===== src/rtl/afe_sram_wr_ctrl_if.sv =====
// Bus bundle for afe_sram_wr_ctrl: config, ADC stream, readout, SRAM pins.
// master = controller side, slave = environment. Optional smp_cnt_o under AFE_SRAM_WR_CTRL_CNT_EN.
`timescale 1ns/1ps
interface afe_sram_wr_ctrl_if #(
  parameter int ADC_DATA_WIDTH = 32,
  parameter int ADDR_WIDTH     = 10
);
  logic                      cfg_en_i;
  logic                      cfg_clr_i;
  logic                      cfg_oneshot_i;
  logic [ADDR_WIDTH-1:0]     cfg_last_addr_i;
  logic                      adc_valid_i;
  logic [ADC_DATA_WIDTH-1:0] adc_data_i;
  logic                      rd_req_i;
  logic [ADDR_WIDTH-1:0]     rd_addr_i;
  logic                      rd_gnt_o;
  logic                      rd_valid_o;
  logic [ADC_DATA_WIDTH-1:0] rd_data_o;
  logic                      sram_cen_o;
  logic                      sram_wen_o;
  logic [ADDR_WIDTH-1:0]     sram_addr_o;
  logic [ADC_DATA_WIDTH-1:0] sram_wdata_o;
  logic [ADC_DATA_WIDTH-1:0] sram_rdata_i;
  logic [ADDR_WIDTH-1:0]     wr_ptr_o;
  logic                      wrap_o;
  logic                      done_o;
  logic                      ovf_o;
  // Test hook: holds off SRAM writes so the sample FIFO can be filled.
  logic                      tst_stall_i;
`ifdef AFE_SRAM_WR_CTRL_CNT_EN
  logic [31:0]               smp_cnt_o;
`endif

  modport master (
    input  cfg_en_i, cfg_clr_i, cfg_oneshot_i, cfg_last_addr_i,
    input  adc_valid_i, adc_data_i, rd_req_i, rd_addr_i,
    input  sram_rdata_i, tst_stall_i,
    output rd_gnt_o, rd_valid_o, rd_data_o,
    output sram_cen_o, sram_wen_o, sram_addr_o, sram_wdata_o,
`ifdef AFE_SRAM_WR_CTRL_CNT_EN
    output smp_cnt_o,
`endif
    output wr_ptr_o, wrap_o, done_o, ovf_o
  );

  modport slave (
    output cfg_en_i, cfg_clr_i, cfg_oneshot_i, cfg_last_addr_i,
    output adc_valid_i, adc_data_i, rd_req_i, rd_addr_i,
    output sram_rdata_i, tst_stall_i,
    input  rd_gnt_o, rd_valid_o, rd_data_o,
    input  sram_cen_o, sram_wen_o, sram_addr_o, sram_wdata_o,
`ifdef AFE_SRAM_WR_CTRL_CNT_EN
    input  smp_cnt_o,
`endif
    input  wr_ptr_o, wrap_o, done_o, ovf_o
  );
endinterface


===== src/rtl/afe_sram_wr_ctrl.sv =====
// ADC sample writer + readout arbiter for the per-channel SRAM ring buffer.
// Ports: clk_i, rst_ni (async low), bus (afe_sram_wr_ctrl_if.master). Macro AFE_SRAM_WR_CTRL_CNT_EN adds smp_cnt_o.
`timescale 1ns/1ps
module afe_sram_wr_ctrl #(
  parameter int ADC_DATA_WIDTH = 32,
  parameter int ADDR_WIDTH     = 10
) (
  input  logic                 clk_i,
  input  logic                 rst_ni,
  afe_sram_wr_ctrl_if.master   bus
);
  localparam int DW = ADC_DATA_WIDTH;
  localparam int AW = ADDR_WIDTH;

  typedef enum logic [1:0] {
    IDLE  = 2'd0,
    RUN   = 2'd1,
    DRAIN = 2'd2,
    DONE  = 2'd3
  } state_t;

  state_t          state_q, state_d;
  logic [DW-1:0]   fifo_q [2];
  logic            rd_idx_q, wr_idx_q;
  logic [1:0]      cnt_q;
  logic [AW-1:0]   wr_ptr_q;
  logic            wrap_q, ovf_q, rd_valid_q;

  logic fifo_empty, fifo_full;
  logic do_wr, do_rd;
  logic push_req, push, last_hit, to_done, ovf_set;

  assign fifo_empty = (cnt_q == 2'd0);
  assign fifo_full  = (cnt_q == 2'd2);

  // A full FIFO must drain now or the next sample is lost,
  // so it overrides a pending read.
  assign do_wr = rst_ni && !fifo_empty && !bus.tst_stall_i &&
                 (fifo_full || !bus.rd_req_i);
  assign do_rd = rst_ni && bus.rd_req_i && !do_wr;

  assign push_req = bus.adc_valid_i && (state_q == RUN) && bus.cfg_en_i;
  assign push     = push_req && (!fifo_full || do_wr);
  assign ovf_set  = push_req && fifo_full && !do_wr;
  // >= so that lowering the limit below the pointer still wraps.
  assign last_hit = do_wr && (wr_ptr_q >= bus.cfg_last_addr_i);
  assign to_done  = last_hit && bus.cfg_oneshot_i;

  always_ff @(posedge clk_i or negedge rst_ni) begin
    if (!rst_ni) state_q <= IDLE;
    else         state_q <= state_d;
  end

  always_comb begin
    state_d = state_q;
    if (bus.cfg_clr_i) begin
      state_d = IDLE;
    end else begin
      unique case (state_q)
        IDLE:  if (bus.cfg_en_i) state_d = RUN;
        RUN: begin
          if (to_done)           state_d = DONE;
          else if (!bus.cfg_en_i) state_d = DRAIN;
        end
        DRAIN: begin
          if (to_done)         state_d = DONE;
          else if (fifo_empty) state_d = IDLE;
        end
        DONE:  state_d = DONE;
        default: state_d = IDLE;
      endcase
    end
  end

  always_comb begin
    bus.sram_cen_o   = 1'b1;
    bus.sram_wen_o   = 1'b1;
    bus.sram_addr_o  = '0;
    bus.sram_wdata_o = '0;
    bus.rd_gnt_o     = 1'b0;
    unique case (1'b1)
      do_wr: begin
        bus.sram_cen_o   = 1'b0;
        bus.sram_wen_o   = 1'b0;
        bus.sram_addr_o  = wr_ptr_q;
        bus.sram_wdata_o = fifo_q[rd_idx_q];
      end
      do_rd: begin
        bus.sram_cen_o  = 1'b0;
        bus.sram_addr_o = bus.rd_addr_i;
        bus.rd_gnt_o    = 1'b1;
      end
      default: ;
    endcase
  end

  assign bus.done_o     = (state_q == DONE);
  assign bus.wr_ptr_o   = wr_ptr_q;
  assign bus.wrap_o     = wrap_q;
  assign bus.ovf_o      = ovf_q;
  assign bus.rd_valid_o = rd_valid_q;
  assign bus.rd_data_o  = rd_valid_q ? bus.sram_rdata_i : '0;

  // Entering DONE drops whatever is still queued.
  always_ff @(posedge clk_i or negedge rst_ni) begin
    if (!rst_ni) begin
      fifo_q[0] <= '0;
      fifo_q[1] <= '0;
      rd_idx_q  <= 1'b0;
      wr_idx_q  <= 1'b0;
      cnt_q     <= 2'd0;
    end else if (bus.cfg_clr_i || to_done) begin
      rd_idx_q <= 1'b0;
      wr_idx_q <= 1'b0;
      cnt_q    <= 2'd0;
    end else begin
      if (push) begin
        fifo_q[wr_idx_q] <= bus.adc_data_i;
        wr_idx_q         <= ~wr_idx_q;
      end
      if (do_wr) rd_idx_q <= ~rd_idx_q;
      unique case ({push, do_wr})
        2'b10:   cnt_q <= cnt_q + 2'd1;
        2'b01:   cnt_q <= cnt_q - 2'd1;
        default: cnt_q <= cnt_q;
      endcase
    end
  end

  always_ff @(posedge clk_i or negedge rst_ni) begin
    if (!rst_ni) begin
      wr_ptr_q <= '0;
      wrap_q   <= 1'b0;
      ovf_q    <= 1'b0;
    end else if (bus.cfg_clr_i) begin
      wr_ptr_q <= '0;
      wrap_q   <= 1'b0;
      ovf_q    <= 1'b0;
    end else begin
      if (do_wr) wr_ptr_q <= last_hit ? '0 : wr_ptr_q + 1'b1;
      wrap_q <= last_hit && !bus.cfg_oneshot_i;
      ovf_q  <= ovf_q | ovf_set;
    end
  end

  // A granted read still returns data across a clear.
  always_ff @(posedge clk_i or negedge rst_ni) begin
    if (!rst_ni) rd_valid_q <= 1'b0;
    else         rd_valid_q <= do_rd;
  end

`ifdef AFE_SRAM_WR_CTRL_CNT_EN
  logic [31:0] smp_cnt_q;
  always_ff @(posedge clk_i or negedge rst_ni) begin
    if (!rst_ni)             smp_cnt_q <= '0;
    else if (bus.cfg_clr_i)  smp_cnt_q <= '0;
    else if (do_wr)          smp_cnt_q <= smp_cnt_q + 32'd1;
  end
  assign bus.smp_cnt_o = smp_cnt_q;
`endif
endmodule


===== src/flat_wrapper.sv =====
// flat-port wrapper written by rule: the top's interface ports become plain ports
module afe_sram_wr_ctrl_flat 
#(
  parameter int ADC_DATA_WIDTH = 32,
  parameter int ADDR_WIDTH     = 10
)
  (clk_i, rst_ni, bus_cfg_en_i, bus_cfg_clr_i, bus_cfg_oneshot_i, bus_cfg_last_addr_i, bus_adc_valid_i, bus_adc_data_i, bus_rd_req_i, bus_rd_addr_i, bus_sram_rdata_i, bus_tst_stall_i, bus_rd_gnt_o, bus_rd_valid_o, bus_rd_data_o, bus_sram_cen_o, bus_sram_wen_o, bus_sram_addr_o, bus_sram_wdata_o, bus_wr_ptr_o, bus_wrap_o, bus_done_o, bus_ovf_o);
  afe_sram_wr_ctrl_if #(.ADC_DATA_WIDTH(ADC_DATA_WIDTH), .ADDR_WIDTH(ADDR_WIDTH)) bus_i ();
  input  logic clk_i;
  input  logic rst_ni;
  input wire logic [$bits(bus_i.cfg_en_i)-1:0] bus_cfg_en_i;
  input wire logic [$bits(bus_i.cfg_clr_i)-1:0] bus_cfg_clr_i;
  input wire logic [$bits(bus_i.cfg_oneshot_i)-1:0] bus_cfg_oneshot_i;
  input wire logic [$bits(bus_i.cfg_last_addr_i)-1:0] bus_cfg_last_addr_i;
  input wire logic [$bits(bus_i.adc_valid_i)-1:0] bus_adc_valid_i;
  input wire logic [$bits(bus_i.adc_data_i)-1:0] bus_adc_data_i;
  input wire logic [$bits(bus_i.rd_req_i)-1:0] bus_rd_req_i;
  input wire logic [$bits(bus_i.rd_addr_i)-1:0] bus_rd_addr_i;
  input wire logic [$bits(bus_i.sram_rdata_i)-1:0] bus_sram_rdata_i;
  input wire logic [$bits(bus_i.tst_stall_i)-1:0] bus_tst_stall_i;
  output wire logic [$bits(bus_i.rd_gnt_o)-1:0] bus_rd_gnt_o;
  output wire logic [$bits(bus_i.rd_valid_o)-1:0] bus_rd_valid_o;
  output wire logic [$bits(bus_i.rd_data_o)-1:0] bus_rd_data_o;
  output wire logic [$bits(bus_i.sram_cen_o)-1:0] bus_sram_cen_o;
  output wire logic [$bits(bus_i.sram_wen_o)-1:0] bus_sram_wen_o;
  output wire logic [$bits(bus_i.sram_addr_o)-1:0] bus_sram_addr_o;
  output wire logic [$bits(bus_i.sram_wdata_o)-1:0] bus_sram_wdata_o;
  output wire logic [$bits(bus_i.wr_ptr_o)-1:0] bus_wr_ptr_o;
  output wire logic [$bits(bus_i.wrap_o)-1:0] bus_wrap_o;
  output wire logic [$bits(bus_i.done_o)-1:0] bus_done_o;
  output wire logic [$bits(bus_i.ovf_o)-1:0] bus_ovf_o;
  assign bus_i.cfg_en_i = bus_cfg_en_i;
  assign bus_i.cfg_clr_i = bus_cfg_clr_i;
  assign bus_i.cfg_oneshot_i = bus_cfg_oneshot_i;
  assign bus_i.cfg_last_addr_i = bus_cfg_last_addr_i;
  assign bus_i.adc_valid_i = bus_adc_valid_i;
  assign bus_i.adc_data_i = bus_adc_data_i;
  assign bus_i.rd_req_i = bus_rd_req_i;
  assign bus_i.rd_addr_i = bus_rd_addr_i;
  assign bus_i.sram_rdata_i = bus_sram_rdata_i;
  assign bus_i.tst_stall_i = bus_tst_stall_i;
  assign bus_rd_gnt_o = bus_i.rd_gnt_o;
  assign bus_rd_valid_o = bus_i.rd_valid_o;
  assign bus_rd_data_o = bus_i.rd_data_o;
  assign bus_sram_cen_o = bus_i.sram_cen_o;
  assign bus_sram_wen_o = bus_i.sram_wen_o;
  assign bus_sram_addr_o = bus_i.sram_addr_o;
  assign bus_sram_wdata_o = bus_i.sram_wdata_o;
  assign bus_wr_ptr_o = bus_i.wr_ptr_o;
  assign bus_wrap_o = bus_i.wrap_o;
  assign bus_done_o = bus_i.done_o;
  assign bus_ovf_o = bus_i.ovf_o;
  afe_sram_wr_ctrl #(.ADC_DATA_WIDTH(ADC_DATA_WIDTH), .ADDR_WIDTH(ADDR_WIDTH)) u_core (.clk_i(clk_i), .rst_ni(rst_ni), .bus(bus_i));
endmodule

===== config.mk =====
export PLATFORM = sky130hd
export DESIGN_NAME = afe_sram_wr_ctrl_flat
export DESIGN_NICKNAME = d
export VERILOG_FILES = /design/src/rtl/afe_sram_wr_ctrl_if.sv /design/src/rtl/afe_sram_wr_ctrl.sv /design/src/flat_wrapper.sv
export SDC_FILE = /design/constraint.sdc
export NUM_CORES = 1
export LEC_CHECK = 0
export ABC_AREA = 1
export BUFFER_PORTS_ARGS = -buffer_cell sky130_fd_sc_hd__buf_4
export CORE_MARGIN = 2
export CORE_UTILIZATION = 45
export DETAILED_ROUTE_END_ITERATION = 16
export GPL_ROUTABILITY_DRIVEN = 0
export PLACE_DENSITY = 0.77
export SLEW_MARGIN = 10
export SYNTH_ARGS = -nofsm -noshare
export SYNTH_HDL_FRONTEND = slang
export SYNTH_SLANG_ARGS = --single-unit
export TNS_END_PERCENT = 100

===== constraint.sdc =====
create_clock -name clk_i -period 1.95 [get_ports clk_i]
set_clock_uncertainty 0.1 [all_clocks]
set_input_delay 0.585 -clock clk_i [delete_from_list [all_inputs] [get_ports clk_i]]
set_output_delay 0.585 -clock clk_i [all_outputs]
set_load 0.05 [all_outputs]

=== Yosys cells after proc, flatten, opt, wreduce, memory -nomap -nowiden ===
Cells that the tools add are included.

* Output and inout bits: 91
* Bits of input ports: 92
* Logic and storage cells: 94
* Register bits after elaboration: 83

* Magnitude comparators: 4
* Reduce and logical (&&, ||, !) cells: 32
* Add/subtract/negate cells: 3
* Equal/unequal tests: 9
* Bitwise operators: 6
* Muxes and demuxes: 30

{| class="wikitable"
|+ Operator list
! cell !! number
|-
| $mux 32 || 6
|-
| $bwmux 64 || 1
|-
| $demux 32 s1 || 1
|-
| $mux 10 || 3
|-
| $pmux 10 s2 || 1
|-
| $logic_and 1x1->1 || 14
|-
| $mux 2 || 7
|-
| $add 10x1->10 const B || 1
|-
| $ge 10x10->1 || 1
|-
| $mux 1 || 9
|-
| $eq 2x2->1 const B || 4
|-
| $pmux 2 s4 || 1
|-
| $logic_not 1->1 || 6
|-
| $reduce_bool 2->1 || 3
|-
| $eq 2x1->1 const B || 2
|-
| $ge 2x2->1 const B || 2
|-
| $logic_not 2->1 || 2
|-
| $ne 4x2->1 const B || 1
|-
| $ne 4x3->1 const B || 1
|-
| $not 1->2 || 2
|-
| $pmux 2 s2 || 1
|-
| $logic_or 1x1->1 || 3
|-
| $ne 3x3->1 const B || 1
|-
| $not 1->1 || 3
|-
| 8 further kinds || 8
|}

=== Longest topological paths before layout ===
Gate-level depths: netlist of the first run.

* Depth after elaboration: 10
* Gate-level depth with buffers: 15
* Gate-level depth less buffers: 13

=== Worst setup path before layout of the first run ===
No wires, ideal clock.

* Path kind: input to output
* Start point: in rst_ni
* End point: out bus_sram_addr_o[0]
* Data required time: 1,265 ps
* Stages: 6
* Arrival: 2,340 ps
* Setup slack: -1,075 ps
* Path buffers: 2
* Cells stage by stage: inv_1 nor2_2 nand3_4 clkbuf_1 clkbuf_1 o21ai_0

* Word-level cells in the longest chain between the ends: 6
* Elaborated cells between the ends (all ways): 7
* Classes of those cells: 1 x mux; 6 x reduce/logical

{| class="wikitable"
|+ RTL lines
! item !! RTL line !! source
|-
| start, declared || flat_wrapper.sv:10 || <nowiki>input logic rst_ni;</nowiki>
|-
| $logic_and 1x1->1 (3 in a row) || afe_sram_wr_ctrl.sv:38 || <nowiki>assign do_wr = rst_ni && !fifo_empty && !bus.tst_stall_i &&</nowiki>
|-
| $logic_not 1->1 || afe_sram_wr_ctrl.sv:40 || <nowiki>assign do_rd = rst_ni && bus.rd_req_i && !do_wr;</nowiki>
|-
| $logic_and 1x1->1 || afe_sram_wr_ctrl.sv:40 ||
|-
| $pmux 10 s2 * || afe_sram_wr_ctrl.sv:81 || <nowiki>unique case (1'b1)</nowiki>
|-
| end, declared || flat_wrapper.sv:26 || <nowiki>output wire logic [$bits(bus_i.sram_addr_o)-1:0] bus_sram_addr_o;</nowiki>
|}

Mark *: on every way between the ends. The rest lies on a longest branch, timed or not.

=== Worst setup path after layout of the first run ===
* Start point: reg u_core.rd_idx_q
* End point: out bus_sram_wdata_o[8]

* Word-level cells in the longest chain between the ends: 5

{| class="wikitable"
|+ RTL lines
! item !! RTL line !! source
|-
| start, declared || afe_sram_wr_ctrl.sv:24 || <nowiki>logic rd_idx_q, wr_idx_q;</nowiki>
|-
| start signal, assigned || afe_sram_wr_ctrl.sv:121 || <nowiki>if (do_wr) rd_idx_q <= ~rd_idx_q;</nowiki>
|-
| $not 1->2 (not written as such) || afe_sram_wr_ctrl.sv:86 || <nowiki>bus.sram_wdata_o = fifo_q[rd_idx_q];</nowiki>
|-
| $mux 32 (not written as such) (3 in a row) || afe_sram_wr_ctrl.sv:86 ||
|-
| $mux 32 || afe_sram_wr_ctrl.sv:81 ||
|-
| end, declared || flat_wrapper.sv:27 || <nowiki>output wire logic [$bits(bus_i.sram_wdata_o)-1:0] bus_sram_wdata_o;</nowiki>
|}

No other way between the ends. The select of a mux whose other input is x is not followed.

==> results of run 1 <==
-- layout make-up --
type	count	area [µm²]
sequential	83	2093
multi-input combinational	470	3281
tap	136	170.2
inverter	71	285.3
clock buffer	10	137.6
fill	415	1146
timing repair buffer	289	3201
clock inverter	6	48.80
timing repair inverter	1	7.507
-- worst paths after layout --
path | endpoint | slack, ns | cells after the start
worst max-delay path | bus_sram_wdata_o[8] | -0.46 | 5
worst min-delay path | u_core.bus.wr_ptr_o[0] | 0.08 | 2
worst max register to register | u_core.fifo_q[22] | -0.42 | 12
worst min register to register | u_core.fifo_q[12] | 0.39 | 2
max in group asynchronous | u_core.bus.rd_valid_o | 0.57 | 2
min in group clk_i | u_core.bus.ovf_o | 0.34 | 2
-- stage by stage --
stage                     power (mW)  instance area, µm²  hold WS, ns  setup TNS, ns
after floorplan                4.266                5574       0.1894         -15.87
after global placement         4.891                7183       0.3561         -32.10
after detailed placement       5.003                7183       0.3587         -38.00
after CTS                      6.654                8656      0.08965         -28.11
after global routing           7.470                9224      0.09220         -53.06
final                          7.194                9224      0.08268         -44.03
-- where the power goes --
| part | switching [mW] | internal, mW | total (mW) | leakage (nW) |
|---|---|---|---|---|
| sequential | 0.472 | 2.28 | 2.75 | 1.08 |
| clock | 0.724 | 0.506 | 1.23 | 0.0787 |
| combinational | 1.95 | 1.26 | 3.21 | 3.50 |
-- per-layer routing --
| layer | share of wire (%) | vias up |
|---|---|---|
| li1 | - | 2683 |
| met1 | 34 | 3055 |
| met2 | 49 | 573 |
| met3 | 11 | 153 |
| met4 | 6.2 | 0 |
| met5 | 0 | - |
-- state kept, by name, summed over array words and instances, names as in the netlist --
name and cells:
u_core.bus.wrap_o 1, u_core.rd_idx_q 1, u_core.bus.rd_valid_o 1, u_core.bus.ovf_o 1
u_core.bus.wr_ptr_o 10, u_core.state_q 2, u_core.wr_idx_q 1, u_core.cnt_q 2
u_core.fifo_q 64
-- cell families after synthesis --
group / Yosys count / synth area share (%)
and+or+nand+nor: 386 / 35.01
adders and majority gates: 11 / 2.844
xor gates and xnor gates: 6 / 1.086
AOI/OAI and AO/OA: 67 / 7.704
DFF: 83 / 42.92
buffers and inverters: 116 / 10.44
-- worst register-to-register path: stages, from the launching register on --
cell,delay (ns)
sky130_fd_sc_hd__dfrtp_1,0.41
sky130_fd_sc_hd__inv_2,0.07
sky130_fd_sc_hd__nand2_4,0.08
sky130_fd_sc_hd__nand3_4,0.10
sky130_fd_sc_hd__buf_4,0.19
sky130_fd_sc_hd__clkbuf_16,0.18
sky130_fd_sc_hd__buf_4,0.15
sky130_fd_sc_hd__a21oi_4,0.28
sky130_fd_sc_hd__nand4_4,0.23
sky130_fd_sc_hd__buf_12,0.21
sky130_fd_sc_hd__buf_16,0.14
sky130_fd_sc_hd__nand2_2,0.06
sky130_fd_sc_hd__nand2_1,0.07
-- cell usage after synthesis (2+ instances only) --
| cell | n | area [µm²] |
|---|---|---|
| sky130_fd_sc_hd__nand3_1 | 12 | 60.06 |
| sky130_fd_sc_hd__buf_2 | 8 | 40.04 |
| sky130_fd_sc_hd__nor2_1 | 19 | 71.32 |
| sky130_fd_sc_hd__nor3_1 | 3 | 15.01 |
| sky130_fd_sc_hd__buf_6 | 5 | 56.30 |
| sky130_fd_sc_hd__o21bai_1 | 2 | 15.01 |
| sky130_fd_sc_hd__o21ai_0 | 12 | 60.06 |
| sky130_fd_sc_hd__nand2_2 | 2 | 12.51 |
| sky130_fd_sc_hd__dfrtp_1 | 83 | 2077 |
| sky130_fd_sc_hd__xor2_1 | 5 | 43.79 |
| sky130_fd_sc_hd__clkbuf_1 | 24 | 90.09 |
| sky130_fd_sc_hd__a31oi_1 | 5 | 31.28 |
| sky130_fd_sc_hd__nor2_2 | 2 | 12.51 |
| sky130_fd_sc_hd__inv_2 | 4 | 15.01 |
| sky130_fd_sc_hd__o22ai_1 | 5 | 31.28 |
| sky130_fd_sc_hd__nand3_4 | 2 | 35.03 |
| sky130_fd_sc_hd__ha_1 | 11 | 137.6 |
| sky130_fd_sc_hd__a21oi_1 | 38 | 190.2 |
| sky130_fd_sc_hd__buf_4 | 6 | 45.04 |
| sky130_fd_sc_hd__nand4_1 | 65 | 406.6 |
| sky130_fd_sc_hd__nand4_2 | 2 | 25.02 |
| sky130_fd_sc_hd__buf_1 | 2 | 7.510 |
| sky130_fd_sc_hd__inv_1 | 66 | 247.7 |
| sky130_fd_sc_hd__nand2_1 | 277 | 1040 |
-- timing repair --
action | CTS | global route
buffers inserted | 38 | 10
cloned | 13 | 5
setup endpoints to repair | 146 | 150
gates resized for setup | 170 | 140
pin swaps | 30 | 10
==> reports/results.md, run 1 <==
| Quantity | Reported |
|:---|:---|
| Run status | finished with violations |
| Failing checks | negative setup slack |
| Max cap viols | 0 |
| Routed Wire Length | 23720 µm |
| Clk sink count | 83 |
| Critical path peak fanout | 11 |
| Number of cells after detailed placement | 991 |
| Sequential fraction of the synthesis area | 42.92% |
| Gate count of the mapped netlist | 669 |
| Ys Warns | 0 |
| Cell with the largest stage delay on the worst path | sky130_fd_sc_hd__dfrtp_1 |
| Synthesized netlist net count | 772 |
| Origin of the critical flop-to-flop path | u_core.cnt_q[0] |
| PnR worst setup slack | -0.4599 ns |
| WL per Instance | 22.25 µm |
| Final global-route overflow total | 0 |
| Area growth, synth to finish | 90.59% |
| # DRC | 0 |
| Die Width | 107.7 µm |
| Worst Setup End Kind | primary output |
| Row count | 37 |
| Largest vdd supply drop | 0.0005918 V |
| Clock tree from TritonCTS | done |
| Core region area | 10370 µm² |
| Largest incremental delay on the critical path | 0.45 ns |
| Fraction of the cycle the final worst path needs | 123.6% |
| Total half-perimeter wirelength after legalization and detailed placement | 10910 µm |
| Buffer depth of the longest clock path | 2 |
| Kind of critical path | flip-flop to primary output |
| Cell breakdown of the critical path | clkinv_1 -> buf_4 -> nand2_1 -> a21oi_4 -> buf_6 |
| Mean instance size in the synthesized netlist | 7.234 µm² |
| Global routing usage on met1 | 41.25% |
| Global-route wire length before repair | 30540 µm |
| Worst max-slew margin expressed relative to the limit | 32.76% |
| Starting density of the core | 46.67% |
| Clock network latency to the later pin of the worst-skew pair | 0.37 ns |
| Number of enable flip-flop cells after synthesis | 0 |
| Yosys reg bits | 83 |
| Post-placement worst setup slack | -0.3864 ns |
| Count of antenna diodes in the layout | 0 |
| Data required time of the worst path | 1.26 ns |
| Vias | 6464 |
| Most used flip-flop cell after synthesis | sky130_fd_sc_hd__dfrtp_1 |
| Hold buffers post-CTS | 0 |
| Final hold violation count | 0 |
| IO Pins | 183 |
| Slew at the pin closest to its max-slew limit | 1.009 ns |
| Maximum number of pins on one net before global-route repair | 78 |
| CTS Buf Count | 9 |
| Most frequent standard cell in the layout excluding fill and tap cells | sky130_fd_sc_hd__nand2_1 |
| Via count of the first global-routing pass | 6113 |
| Maximum clock frequency | 0.4150 GHz |
| Overall Global Routing Usage | 33.57% |
| Worst Path Buf+Inv | 3 |
| Total number of H-tree levels | 3 |
| Post-route core utilization | 88.95% |
| Final worst path period need | 2.410 ns |
| Unrepaired setup endpoints after global routing | yes |
| Via-to-Cell Ratio | 6.064 |
| Final layout net count | 1028 |
| IO Port Bufs | 182 |
| Mapped Area | 4840 µm² |
| Antenna violations before repair | 0 |
| Class of the tightest hold or removal check | input port to async pin |
| Lkg Pwr | 4.660 nW |
| Total setup violations reported at the end of the flow | 154 |
| Critical Path Start Type | flip-flop |
| M3 GR Usage | 7.506% |
| Routed Antenna Nets | 0 |
| Busiest layer in global routing | met2 |
| Final Instance Count excl. Fillers | 1066 |
| Number of DRC markers after the initial detailed-route iteration | 743 |
| Family with the most delay on the worst path | buffers and inverters |
| Count of pins over their slew limit | 0 |
| Floorplan die area | 11600 µm² |
| Global Route met2 Usage | 57.14% |
| Crit path launch | u_core.rd_idx_q |
| Power per standard cell area | 779.9 nW/µm² |
| Number of unique standard cell types used by synthesis | 33 |
| Die Height | 107.7 µm |
| Root Driver | sky130_fd_sc_hd__clkbuf_8 |
| Router iterations before antenna repair | 6 |
| Proportion of layout cells with a drive suffix above 1 | 54.73% |
| Most frequent cells in the layout | sky130_fd_sc_hd__nand2_1 (197), sky130_fd_sc_hd__buf_4 (160), sky130_fd_sc_hd__dfrtp_1 (72), sky130_fd_sc_hd__nand4_1 (65), sky130_fd_sc_hd__buf_6 (62) |
| Crit path DAT | 1.72 ns |
| Async SR Flop Fraction | 100.0% |
| Clock-pin slew reported for the worst setup and hold paths after clock tree synthesis | 0.10 ns |
Power figures use the tool's default switching activity.
==> run 2, diff against run 1 <==
Clock period 1.95 ns to 2.2 ns, I/O delays scaled along.
==> run 2 against run 1 <==
  * The run still ends with negative setup slack left
  * Sequential power decreased by 16%
  * Clock power decreased by 14%
  * Global-route usage decreased by 5.4 points
  * Register-to-register slack improved by 0.55 ns
  * Core utilization decreased by 16 points
  * Routed wire length decreased by 31%
  * Die area unchanged
  * First-iteration DRC count decreased by 45%
  * Via count decreased by 17%
  * Critical path depth increased by 2
  * Highest routed layer unchanged
==> reports/results.md, run 2 (synthesis results as in run 1) <==
| Quantity | Reported | Change |
|:---|:---|:---|
| Run status | finished with violations |  |
| Failing checks | negative setup slack |  |
| # DRC | 0 | unchanged |
| Combined area of the multi-input logic cells | 2769 µm² | -16% |
| Number of DRC markers after the initial detailed-route iteration | 409 | -45% |
| Maximum clock frequency | 0.4025 GHz |  |
| Root Driver | sky130_fd_sc_hd__clkbuf_8 |  |
| Placed standard-cell area | 7003 µm² | -2.5% |
| Number of inserted filler cells in the final layout | 793 | +91% |
| Unrepaired setup endpoints after global routing | yes |  |
| Post-placement worst setup slack | -0.3556 ns | +0.03077 ns |
| Finished Cell Area | 7577 µm² | -18% |
| Kind of critical path | flip-flop to primary output |  |
| Final hold violation count | 0 | unchanged |
| Worst Setup End Kind | primary output |  |
| Origin of the critical flop-to-flop path | u_core.bus.wr_ptr_o[4] |  |
| Lkg Pwr | 3.992 nW | -14% |
| Clock tree from TritonCTS | done |  |
| Minimum setup slack among reg-to-reg paths | 0.13 ns | +0.55 ns |
| Critical path peak fanout | 8 | -3 |
| Total number of H-tree levels | 3 | unchanged |
| Total half-perimeter wirelength after legalization and detailed placement | 11140 µm | +2.1% |
| PnR worst setup slack | -0.2844 ns | +0.1755 ns |
| Floorplan die area | 11600 µm² | unchanged |
| Critical Path Start Type | flip-flop |  |
| Post-route core utilization | 73.07% | -16 points |
| Power per standard cell area | 739.9 nW/µm² | -5.1% |
| CTS Buf Count | 9 | unchanged |
| Core region area | 10370 µm² | unchanged |
| Clk sink count | 83 | unchanged |
| Sequential cell area | 2081 µm² | -0.60% |
| Router iterations before antenna repair | 5 | -1 |
| Capture instance of the worst register-to-register path | u_core.fifo_q[53] |  |
| Starting density of the core | 46.67% | unchanged |
| Most frequent standard cell in the layout excluding fill and tap cells | sky130_fd_sc_hd__nand2_1 |  |
| Slew at the pin closest to its max-slew limit | 0.8413 ns | -0.1673 ns |
| Clock network latency to the later pin of the worst-skew pair | 0.36 ns | about the same |
| R2r worst-path depth | 13 | +1 |
| Cell with the largest stage delay on the worst path | sky130_fd_sc_hd__dfrtp_1 |  |
| Final worst path period need | 2.484 ns |  |
| Data required time of the worst path | 1.44 ns | +0.18 ns |
| Via-to-Cell Ratio | 5.318 | -12% |
| Family with the most delay on the worst path | buffers and inverters |  |
| Routed Wire Length | 16290 µm | -31% |
| Maximum number of pins on one net before global-route repair | 66 | -15% |
| Largest incremental delay on the critical path | 0.44 ns | about the same |
| Worst max-slew margin expressed relative to the limit | 43.92% | +11 points |
| Final global-route overflow total | 0 | unchanged |
| Total chip power | 5.607 mW | -22% |
| WL per Instance | 16.13 µm | -28% |
| Row count | 37 | unchanged |
| Overall Global Routing Usage | 28.16% | -5.4 points |
| Fraction of the cycle the final worst path needs | 112.9% |  |
| Count of pins over their slew limit | 0 | unchanged |
| Clock-pin slew reported for the worst setup and hold paths after clock tree synthesis | 0.09 ns | about the same |
| Worst Path Buf+Inv | 4 | +1 |
| Buffer depth of the longest clock path | 2 | unchanged |
| Die Width | 107.7 µm | unchanged |
| Cell breakdown of the critical path | inv_2 -> nand2_4 -> nand3_4 -> buf_4 -> buf_8 -> a21oi_4 -> buf_6 |  |
| Total setup violations reported at the end of the flow | 45 | -71% |
| Routed Antenna Nets | 0 | unchanged |
| IO Port Bufs | 182 | unchanged |
| Crit path DAT | 1.72 ns | about the same |
| Largest vdd supply drop | 0.0005644 V | -4.6% |
| IO Pins | 183 | unchanged |
| Antenna violations before repair | 0 | unchanged |
| Via count of the first global-routing pass | 5328 | -13% |
| Register with the most flip-flops | u_core.fifo_q |  |
| Class of the tightest hold or removal check | input port to async pin |  |
| Number of flip-flops under the largest register name | 64 | unchanged |
| Vias | 5371 | -17% |
| Global-route wire length before repair | 25880 µm | -15% |
| Area growth, synth to finish | 56.57% |  |
| Final layout net count | 973 | -5.4% |
| Count of antenna diodes in the layout | 0 | unchanged |
| Hold buffers post-CTS | 0 | unchanged |
| Max cap viols | 0 | unchanged |
| Most frequent cells in the layout | sky130_fd_sc_hd__nand2_1 (266), sky130_fd_sc_hd__buf_4 (176), sky130_fd_sc_hd__dfrtp_1 (80), sky130_fd_sc_hd__nand4_1 (65), sky130_fd_sc_hd__inv_1 (63) |  |
| Proportion of layout cells with a drive suffix above 1 | 37.07% | -18 points |
| Die Height | 107.7 µm | unchanged |
## run 2: changes by cell type in the layout (fill, tap and decap cells not counted), sizes merged
cell      previous run  this run
clkinvlp             7         4
bufinv               0         1
inv                 70        69
clkinv               1         3
buf                284       233
clkbuf              15        11
## run 2: worst max path at each step
stage,startpoint,end,slack (ns),depth (start not counted)
detailed placement,rst_ni,bus_sram_addr_o[8],-0.36,9
CTS,u_core.cnt_q[0],bus_sram_addr_o[5],-0.27,8
finish,u_core.cnt_q[0],bus_sram_wdata_o[0],-0.28,7
global placement,rst_ni,bus_sram_addr_o[7],-0.32,9
global route,u_core.cnt_q[0],bus_sram_wdata_o[0],-0.35,7
floorplan,rst_ni,bus_sram_addr_o[0],-0.19,6
## run 2: power breakdown
| group | switching [mW] | internal, mW | total [mW] |
|---|---|---|---|
| Clock | 0.546 | 0.515 | 1.06 |
| Sequential | 0.287 | 2.02 | 2.31 |
| Combinational | 1.42 | 0.819 | 2.24 |
| Total | 2.25 | 3.35 | 5.61 |
## run 2: area by class of cell
| class | count | share of cell area [%] |
|---|---|---|
| Clock buffer | 10 | 1.684 |
| Clock inverter | 5 | 0.7266 |
| Inverter | 71 | 3.732 |
| Multi-Input combinational cell | 470 | 36.54 |
| Sequential cell | 83 | 27.46 |
| Tap cell | 136 | 2.246 |
| Timing Repair Buffer | 234 | 27.51 |
| Timing Repair inverter | 1 | 0.09908 |
## run 2: worst reg2reg max path, stage by stage (launching register included)
cell	delay, ns
sky130_fd_sc_hd__dfrtp_1	0.44
sky130_fd_sc_hd__ha_1	0.31
sky130_fd_sc_hd__nand2_1	0.09
sky130_fd_sc_hd__inv_1	0.04
sky130_fd_sc_hd__nand2_1	0.06
sky130_fd_sc_hd__nand2_1	0.05
sky130_fd_sc_hd__nand2_1	0.07
sky130_fd_sc_hd__nand3_2	0.13
sky130_fd_sc_hd__nand2_2	0.10
sky130_fd_sc_hd__nand2_1	0.08
sky130_fd_sc_hd__nand2_4	0.14
sky130_fd_sc_hd__buf_12	0.18
sky130_fd_sc_hd__nand4_1	0.10
sky130_fd_sc_hd__nand2_1	0.10
## run 2: metrics by stage
step / cells / TNS (ns) / hold slack, ns
after floorplan: 669 / -6.583 / 0.2644
after global placement: 981 / -18.62 / 0.3620
after detailed placement: 981 / -23.34 / 0.3656
after CTS: 1005 / -9.921 / 0.1315
after global routing: 1010 / -13.79 / 0.1381
final: 1010 / -10.82 / 0.1386
## run 2: per-layer routing
layer  GRT usage (%)  vias to the layer above  part of all wire (%)
met4           8.425                        0                   2.0
met1           37.56                     2570                    42
met5               0                        -                     0
li1                -                     2557                     -
met2           46.99                      214                    50
met3           4.722                       30                   6.0
## run 2: what timing repair did
item / in CTS / in global routing
endpoints found under the setup margin: 45 / 91
pin swaps: 4 / 3
cloned: 2 / 1
resized for setup: 63 / 9
buffers inserted: 8 / 4
==> run 3, diff against run 2 <==
Settings changed: SETUP_SLACK_MARGIN set to 0.1.
Clock period 2.2 ns to 2.1 ns, I/O delays scaled along.
==> run 3 against run 2 <==
  * The flow still finishes with violations (negative setup slack)
  * Via count up 18%
  * Worst setup slack worse by 0.041 ns
  * Non-clock buffer count grew 38
  * Combinational power rose by 29%
  * Sequential share of layout area decreased by 4.3 points
  * Register-to-register slack worse by 0.42 ns
  * Sequential power increased by 7%
  * Die area stayed put
  * Largest power group is now combinational cells
==> reports/results.md, run 3 (synthesis results as in run 1) <==
| Quantity | Reported | Change |
|:---|:---|:---|
| Router iterations before antenna repair | 6 | +1 |
| Count of antenna diodes in the layout | 0 | unchanged |
| Via count of the first global-routing pass | 5927 | +11% |
| Switching Power | 2.818 mW | +25% |
| Register with the most flip-flops | u_core.fifo_q |  |
| IO Port Bufs | 182 | unchanged |
| Number of inserted filler cells in the final layout | 466 | -41% |
| Via-to-Cell Ratio | 6.070 | +14% |
| R2r worst-path depth | 12 | -1 |
| Clk sink count | 83 | unchanged |
| Overall Global Routing Usage | 33.52% | +5.4 points |
| Routed Antenna Nets | 0 | unchanged |
| Final global-route overflow total | 0 | unchanged |
| Largest vdd supply drop | 0.0004760 V | -16% |
| Power per standard cell area | 742.6 nW/µm² | +0.36% |
| Number of flip-flops under the largest register name | 64 | unchanged |
| Total internal power | 3.887 mW | +16% |
| Starting density of the core | 46.67% | unchanged |
| Global-route wire length before repair | 30450 µm | +18% |
| Final worst path period need | 2.425 ns |  |
| Total half-perimeter wirelength after legalization and detailed placement | 11460 µm | +2.9% |
| IO Pins | 183 | unchanged |
| Core region area | 10370 µm² | unchanged |
| Minimum setup slack among reg-to-reg paths | -0.29 ns | -0.42 ns |
| Root Driver | sky130_fd_sc_hd__clkbuf_8 |  |
| Lkg Pwr | 4.546 nW | +14% |
| Class of the tightest hold or removal check | input port to async pin |  |
| Vias | 6361 | +18% |
| Max cap viols | 0 | unchanged |
| Most frequent standard cell in the layout excluding fill and tap cells | sky130_fd_sc_hd__nand2_1 |  |
| Failing checks | negative setup slack |  |
| Hold buffers post-CTS | 0 | unchanged |
| Clock tree from TritonCTS | done |  |
| Final layout net count | 1011 | +3.9% |
| Switching share of power | 42.03% | +1.8 points |
| Worst max-slew margin expressed relative to the limit | 57.17% | +13 points |
| Data required time of the worst path | 1.37 ns | -0.07 ns |
| Kind of critical path | flip-flop to primary output |  |
| Post-placement worst setup slack | -0.3393 ns | +0.01631 ns |
| Clock-pin slew reported for the worst setup and hold paths after clock tree synthesis | 0.10 ns | about the same |
| Routed Wire Length | 22900 µm | +41% |
| Total number of H-tree levels | 3 | unchanged |
| Row count | 37 | unchanged |
| # DRC | 0 | unchanged |
| Count of pins over their slew limit | 0 | unchanged |
| Critical path peak fanout | 8 | unchanged |
| Critical path capture point | bus_sram_wdata_o[31] |  |
| Number of DRC markers after the initial detailed-route iteration | 714 | +75% |
| CTS Buf Count | 9 | unchanged |
| Placed standard-cell area | 7129 µm² | +1.8% |
| Crit path launch | u_core.cnt_q[0] |  |
| Worst Setup End Kind | primary output |  |
| Number of cells after detailed placement | 981 | unchanged |
| PnR worst setup slack | -0.3250 ns | -0.04062 ns |
| Run status | finished with violations |  |
| WL per Instance | 21.85 µm | +35% |
| Area growth, synth to finish | 86.58% |  |
| Crit path DAT | 1.69 ns | -0.03 ns |
| Critical Path Start Type | flip-flop |  |
| Finished Cell Area | 9030 µm² | +19% |
| Capture instance of the worst register-to-register path | u_core.fifo_q[23] |  |
| Register share of total power | 36.9% | -4.2 points |
| Antenna violations before repair | 0 | unchanged |
| Maximum clock frequency | 0.4124 GHz |  |
| Floorplan die area | 11600 µm² | unchanged |
| Unrepaired setup endpoints after global routing | yes |  |
| Proportion of layout cells with a drive suffix above 1 | 52.08% | +15 points |
| Total setup violations reported at the end of the flow | 122 | +170% |
| Setup total negative slack | -25.90 ns | -15.08 ns |
| Most frequent cells in the layout | sky130_fd_sc_hd__nand2_1 (220), sky130_fd_sc_hd__buf_4 (141), sky130_fd_sc_hd__dfrtp_1 (72), sky130_fd_sc_hd__nand4_1 (65), sky130_fd_sc_hd__buf_6 (62) |  |
| Final hold violation count | 0 | unchanged |
| Total chip power | 6.705 mW | +20% |
| Die Height | 107.7 µm | unchanged |
| Share of power burned in combinational logic | 43.2% | +3.2 points |
| Maximum number of pins on one net before global-route repair | 48 | -27% |
| Slew at the pin closest to its max-slew limit | 0.6425 ns | -0.1988 ns |
| Clock network latency to the later pin of the worst-skew pair | 0.37 ns | about the same |
| Die Width | 107.7 µm | unchanged |
| Clock Power Share | 19.9% | +1.0 points |
| Fraction of the cycle the final worst path needs | 115.5% |  |
| Origin of the critical flop-to-flop path | u_core.cnt_q[0] |  |
| Final Instance Count excl. Fillers | 1048 | +3.8% |
| Buffer depth of the longest clock path | 2 | unchanged |
==> run 3: cell type report <==
cell class / instances / area [µm²] / area share [%]
clock buffer: 9 / 123.9 / 1.372
clock inverter: 6 / 90.09 / 0.9976
inverter: 71 / 302.8 / 3.353
multi-input combinational: 470 / 3232 / 35.79
sequential: 83 / 2093 / 23.18
tap: 136 / 170.2 / 1.884
timing repair buffer: 272 / 3010 / 33.34
timing repair inverter: 1 / 7.507 / 0.08314
==> run 3: critical path: stages (launching register included) <==
cell,delay (ns)
sky130_fd_sc_hd__dfrtp_1,0.43
sky130_fd_sc_hd__nand2_1,0.13
sky130_fd_sc_hd__nand3_4,0.13
sky130_fd_sc_hd__buf_4,0.17
sky130_fd_sc_hd__buf_12,0.15
sky130_fd_sc_hd__a21oi_4,0.15
sky130_fd_sc_hd__buf_8,0.17
==> run 3: worst min-delay path by stage <==
stage	start	to	cells after the start
after global routing	rst_ni	u_core.wr_idx_q	3
after floorplan	rst_ni	u_core.bus.ovf_o	0
after CTS	rst_ni	u_core.fifo_q[16]	2
after detailed placement	u_core.fifo_q[33]	u_core.fifo_q[33]	2
final	rst_ni	u_core.fifo_q[16]	2
after global placement	u_core.fifo_q[33]	u_core.fifo_q[33]	2
==> run 3: per-stage QoR <==
step	hold WS (ns)	utilization, %
after floorplan	0.2344	-
final	0.2162	87.08
after CTS	0.2279	81.85
after global routing	0.2531	87.08
after detailed placement	0.3617	68.75
after global placement	0.3553	68.75
==> run 3: metal layers <==
metal | part of all wire, % | up-vias | GRT usage [%]
li1 | - | 2647 | -
met1 | 35 | 3005 | 43.42
met2 | 49 | 542 | 54.31
met3 | 9.9 | 167 | 7.264
met4 | 5.8 | 0 | 13.92
met5 | 0 | - | 0
==> run 3: power by group through the flow <==
stage / combinational (mW) / clock, mW / sequential, mW
after global placement: 2.12 / 0 / 2.41
after floorplan: 1.59 / 0 / 2.37
after global routing: 3.06 / 1.40 / 2.51
after detailed placement: 2.19 / 0 / 2.43
after CTS: 2.54 / 1.29 / 2.40
final: 2.89 / 1.34 / 2.48
==> run 3: repair_timing <==
action | 4_1_cts | 5_1_grt
endpoints found under the setup margin | 143 | 155
pin swaps | 14 | 26
gates cloned | 12 | 3
setup buffers | 21 | 19
gates resized for setup | 219 | 100
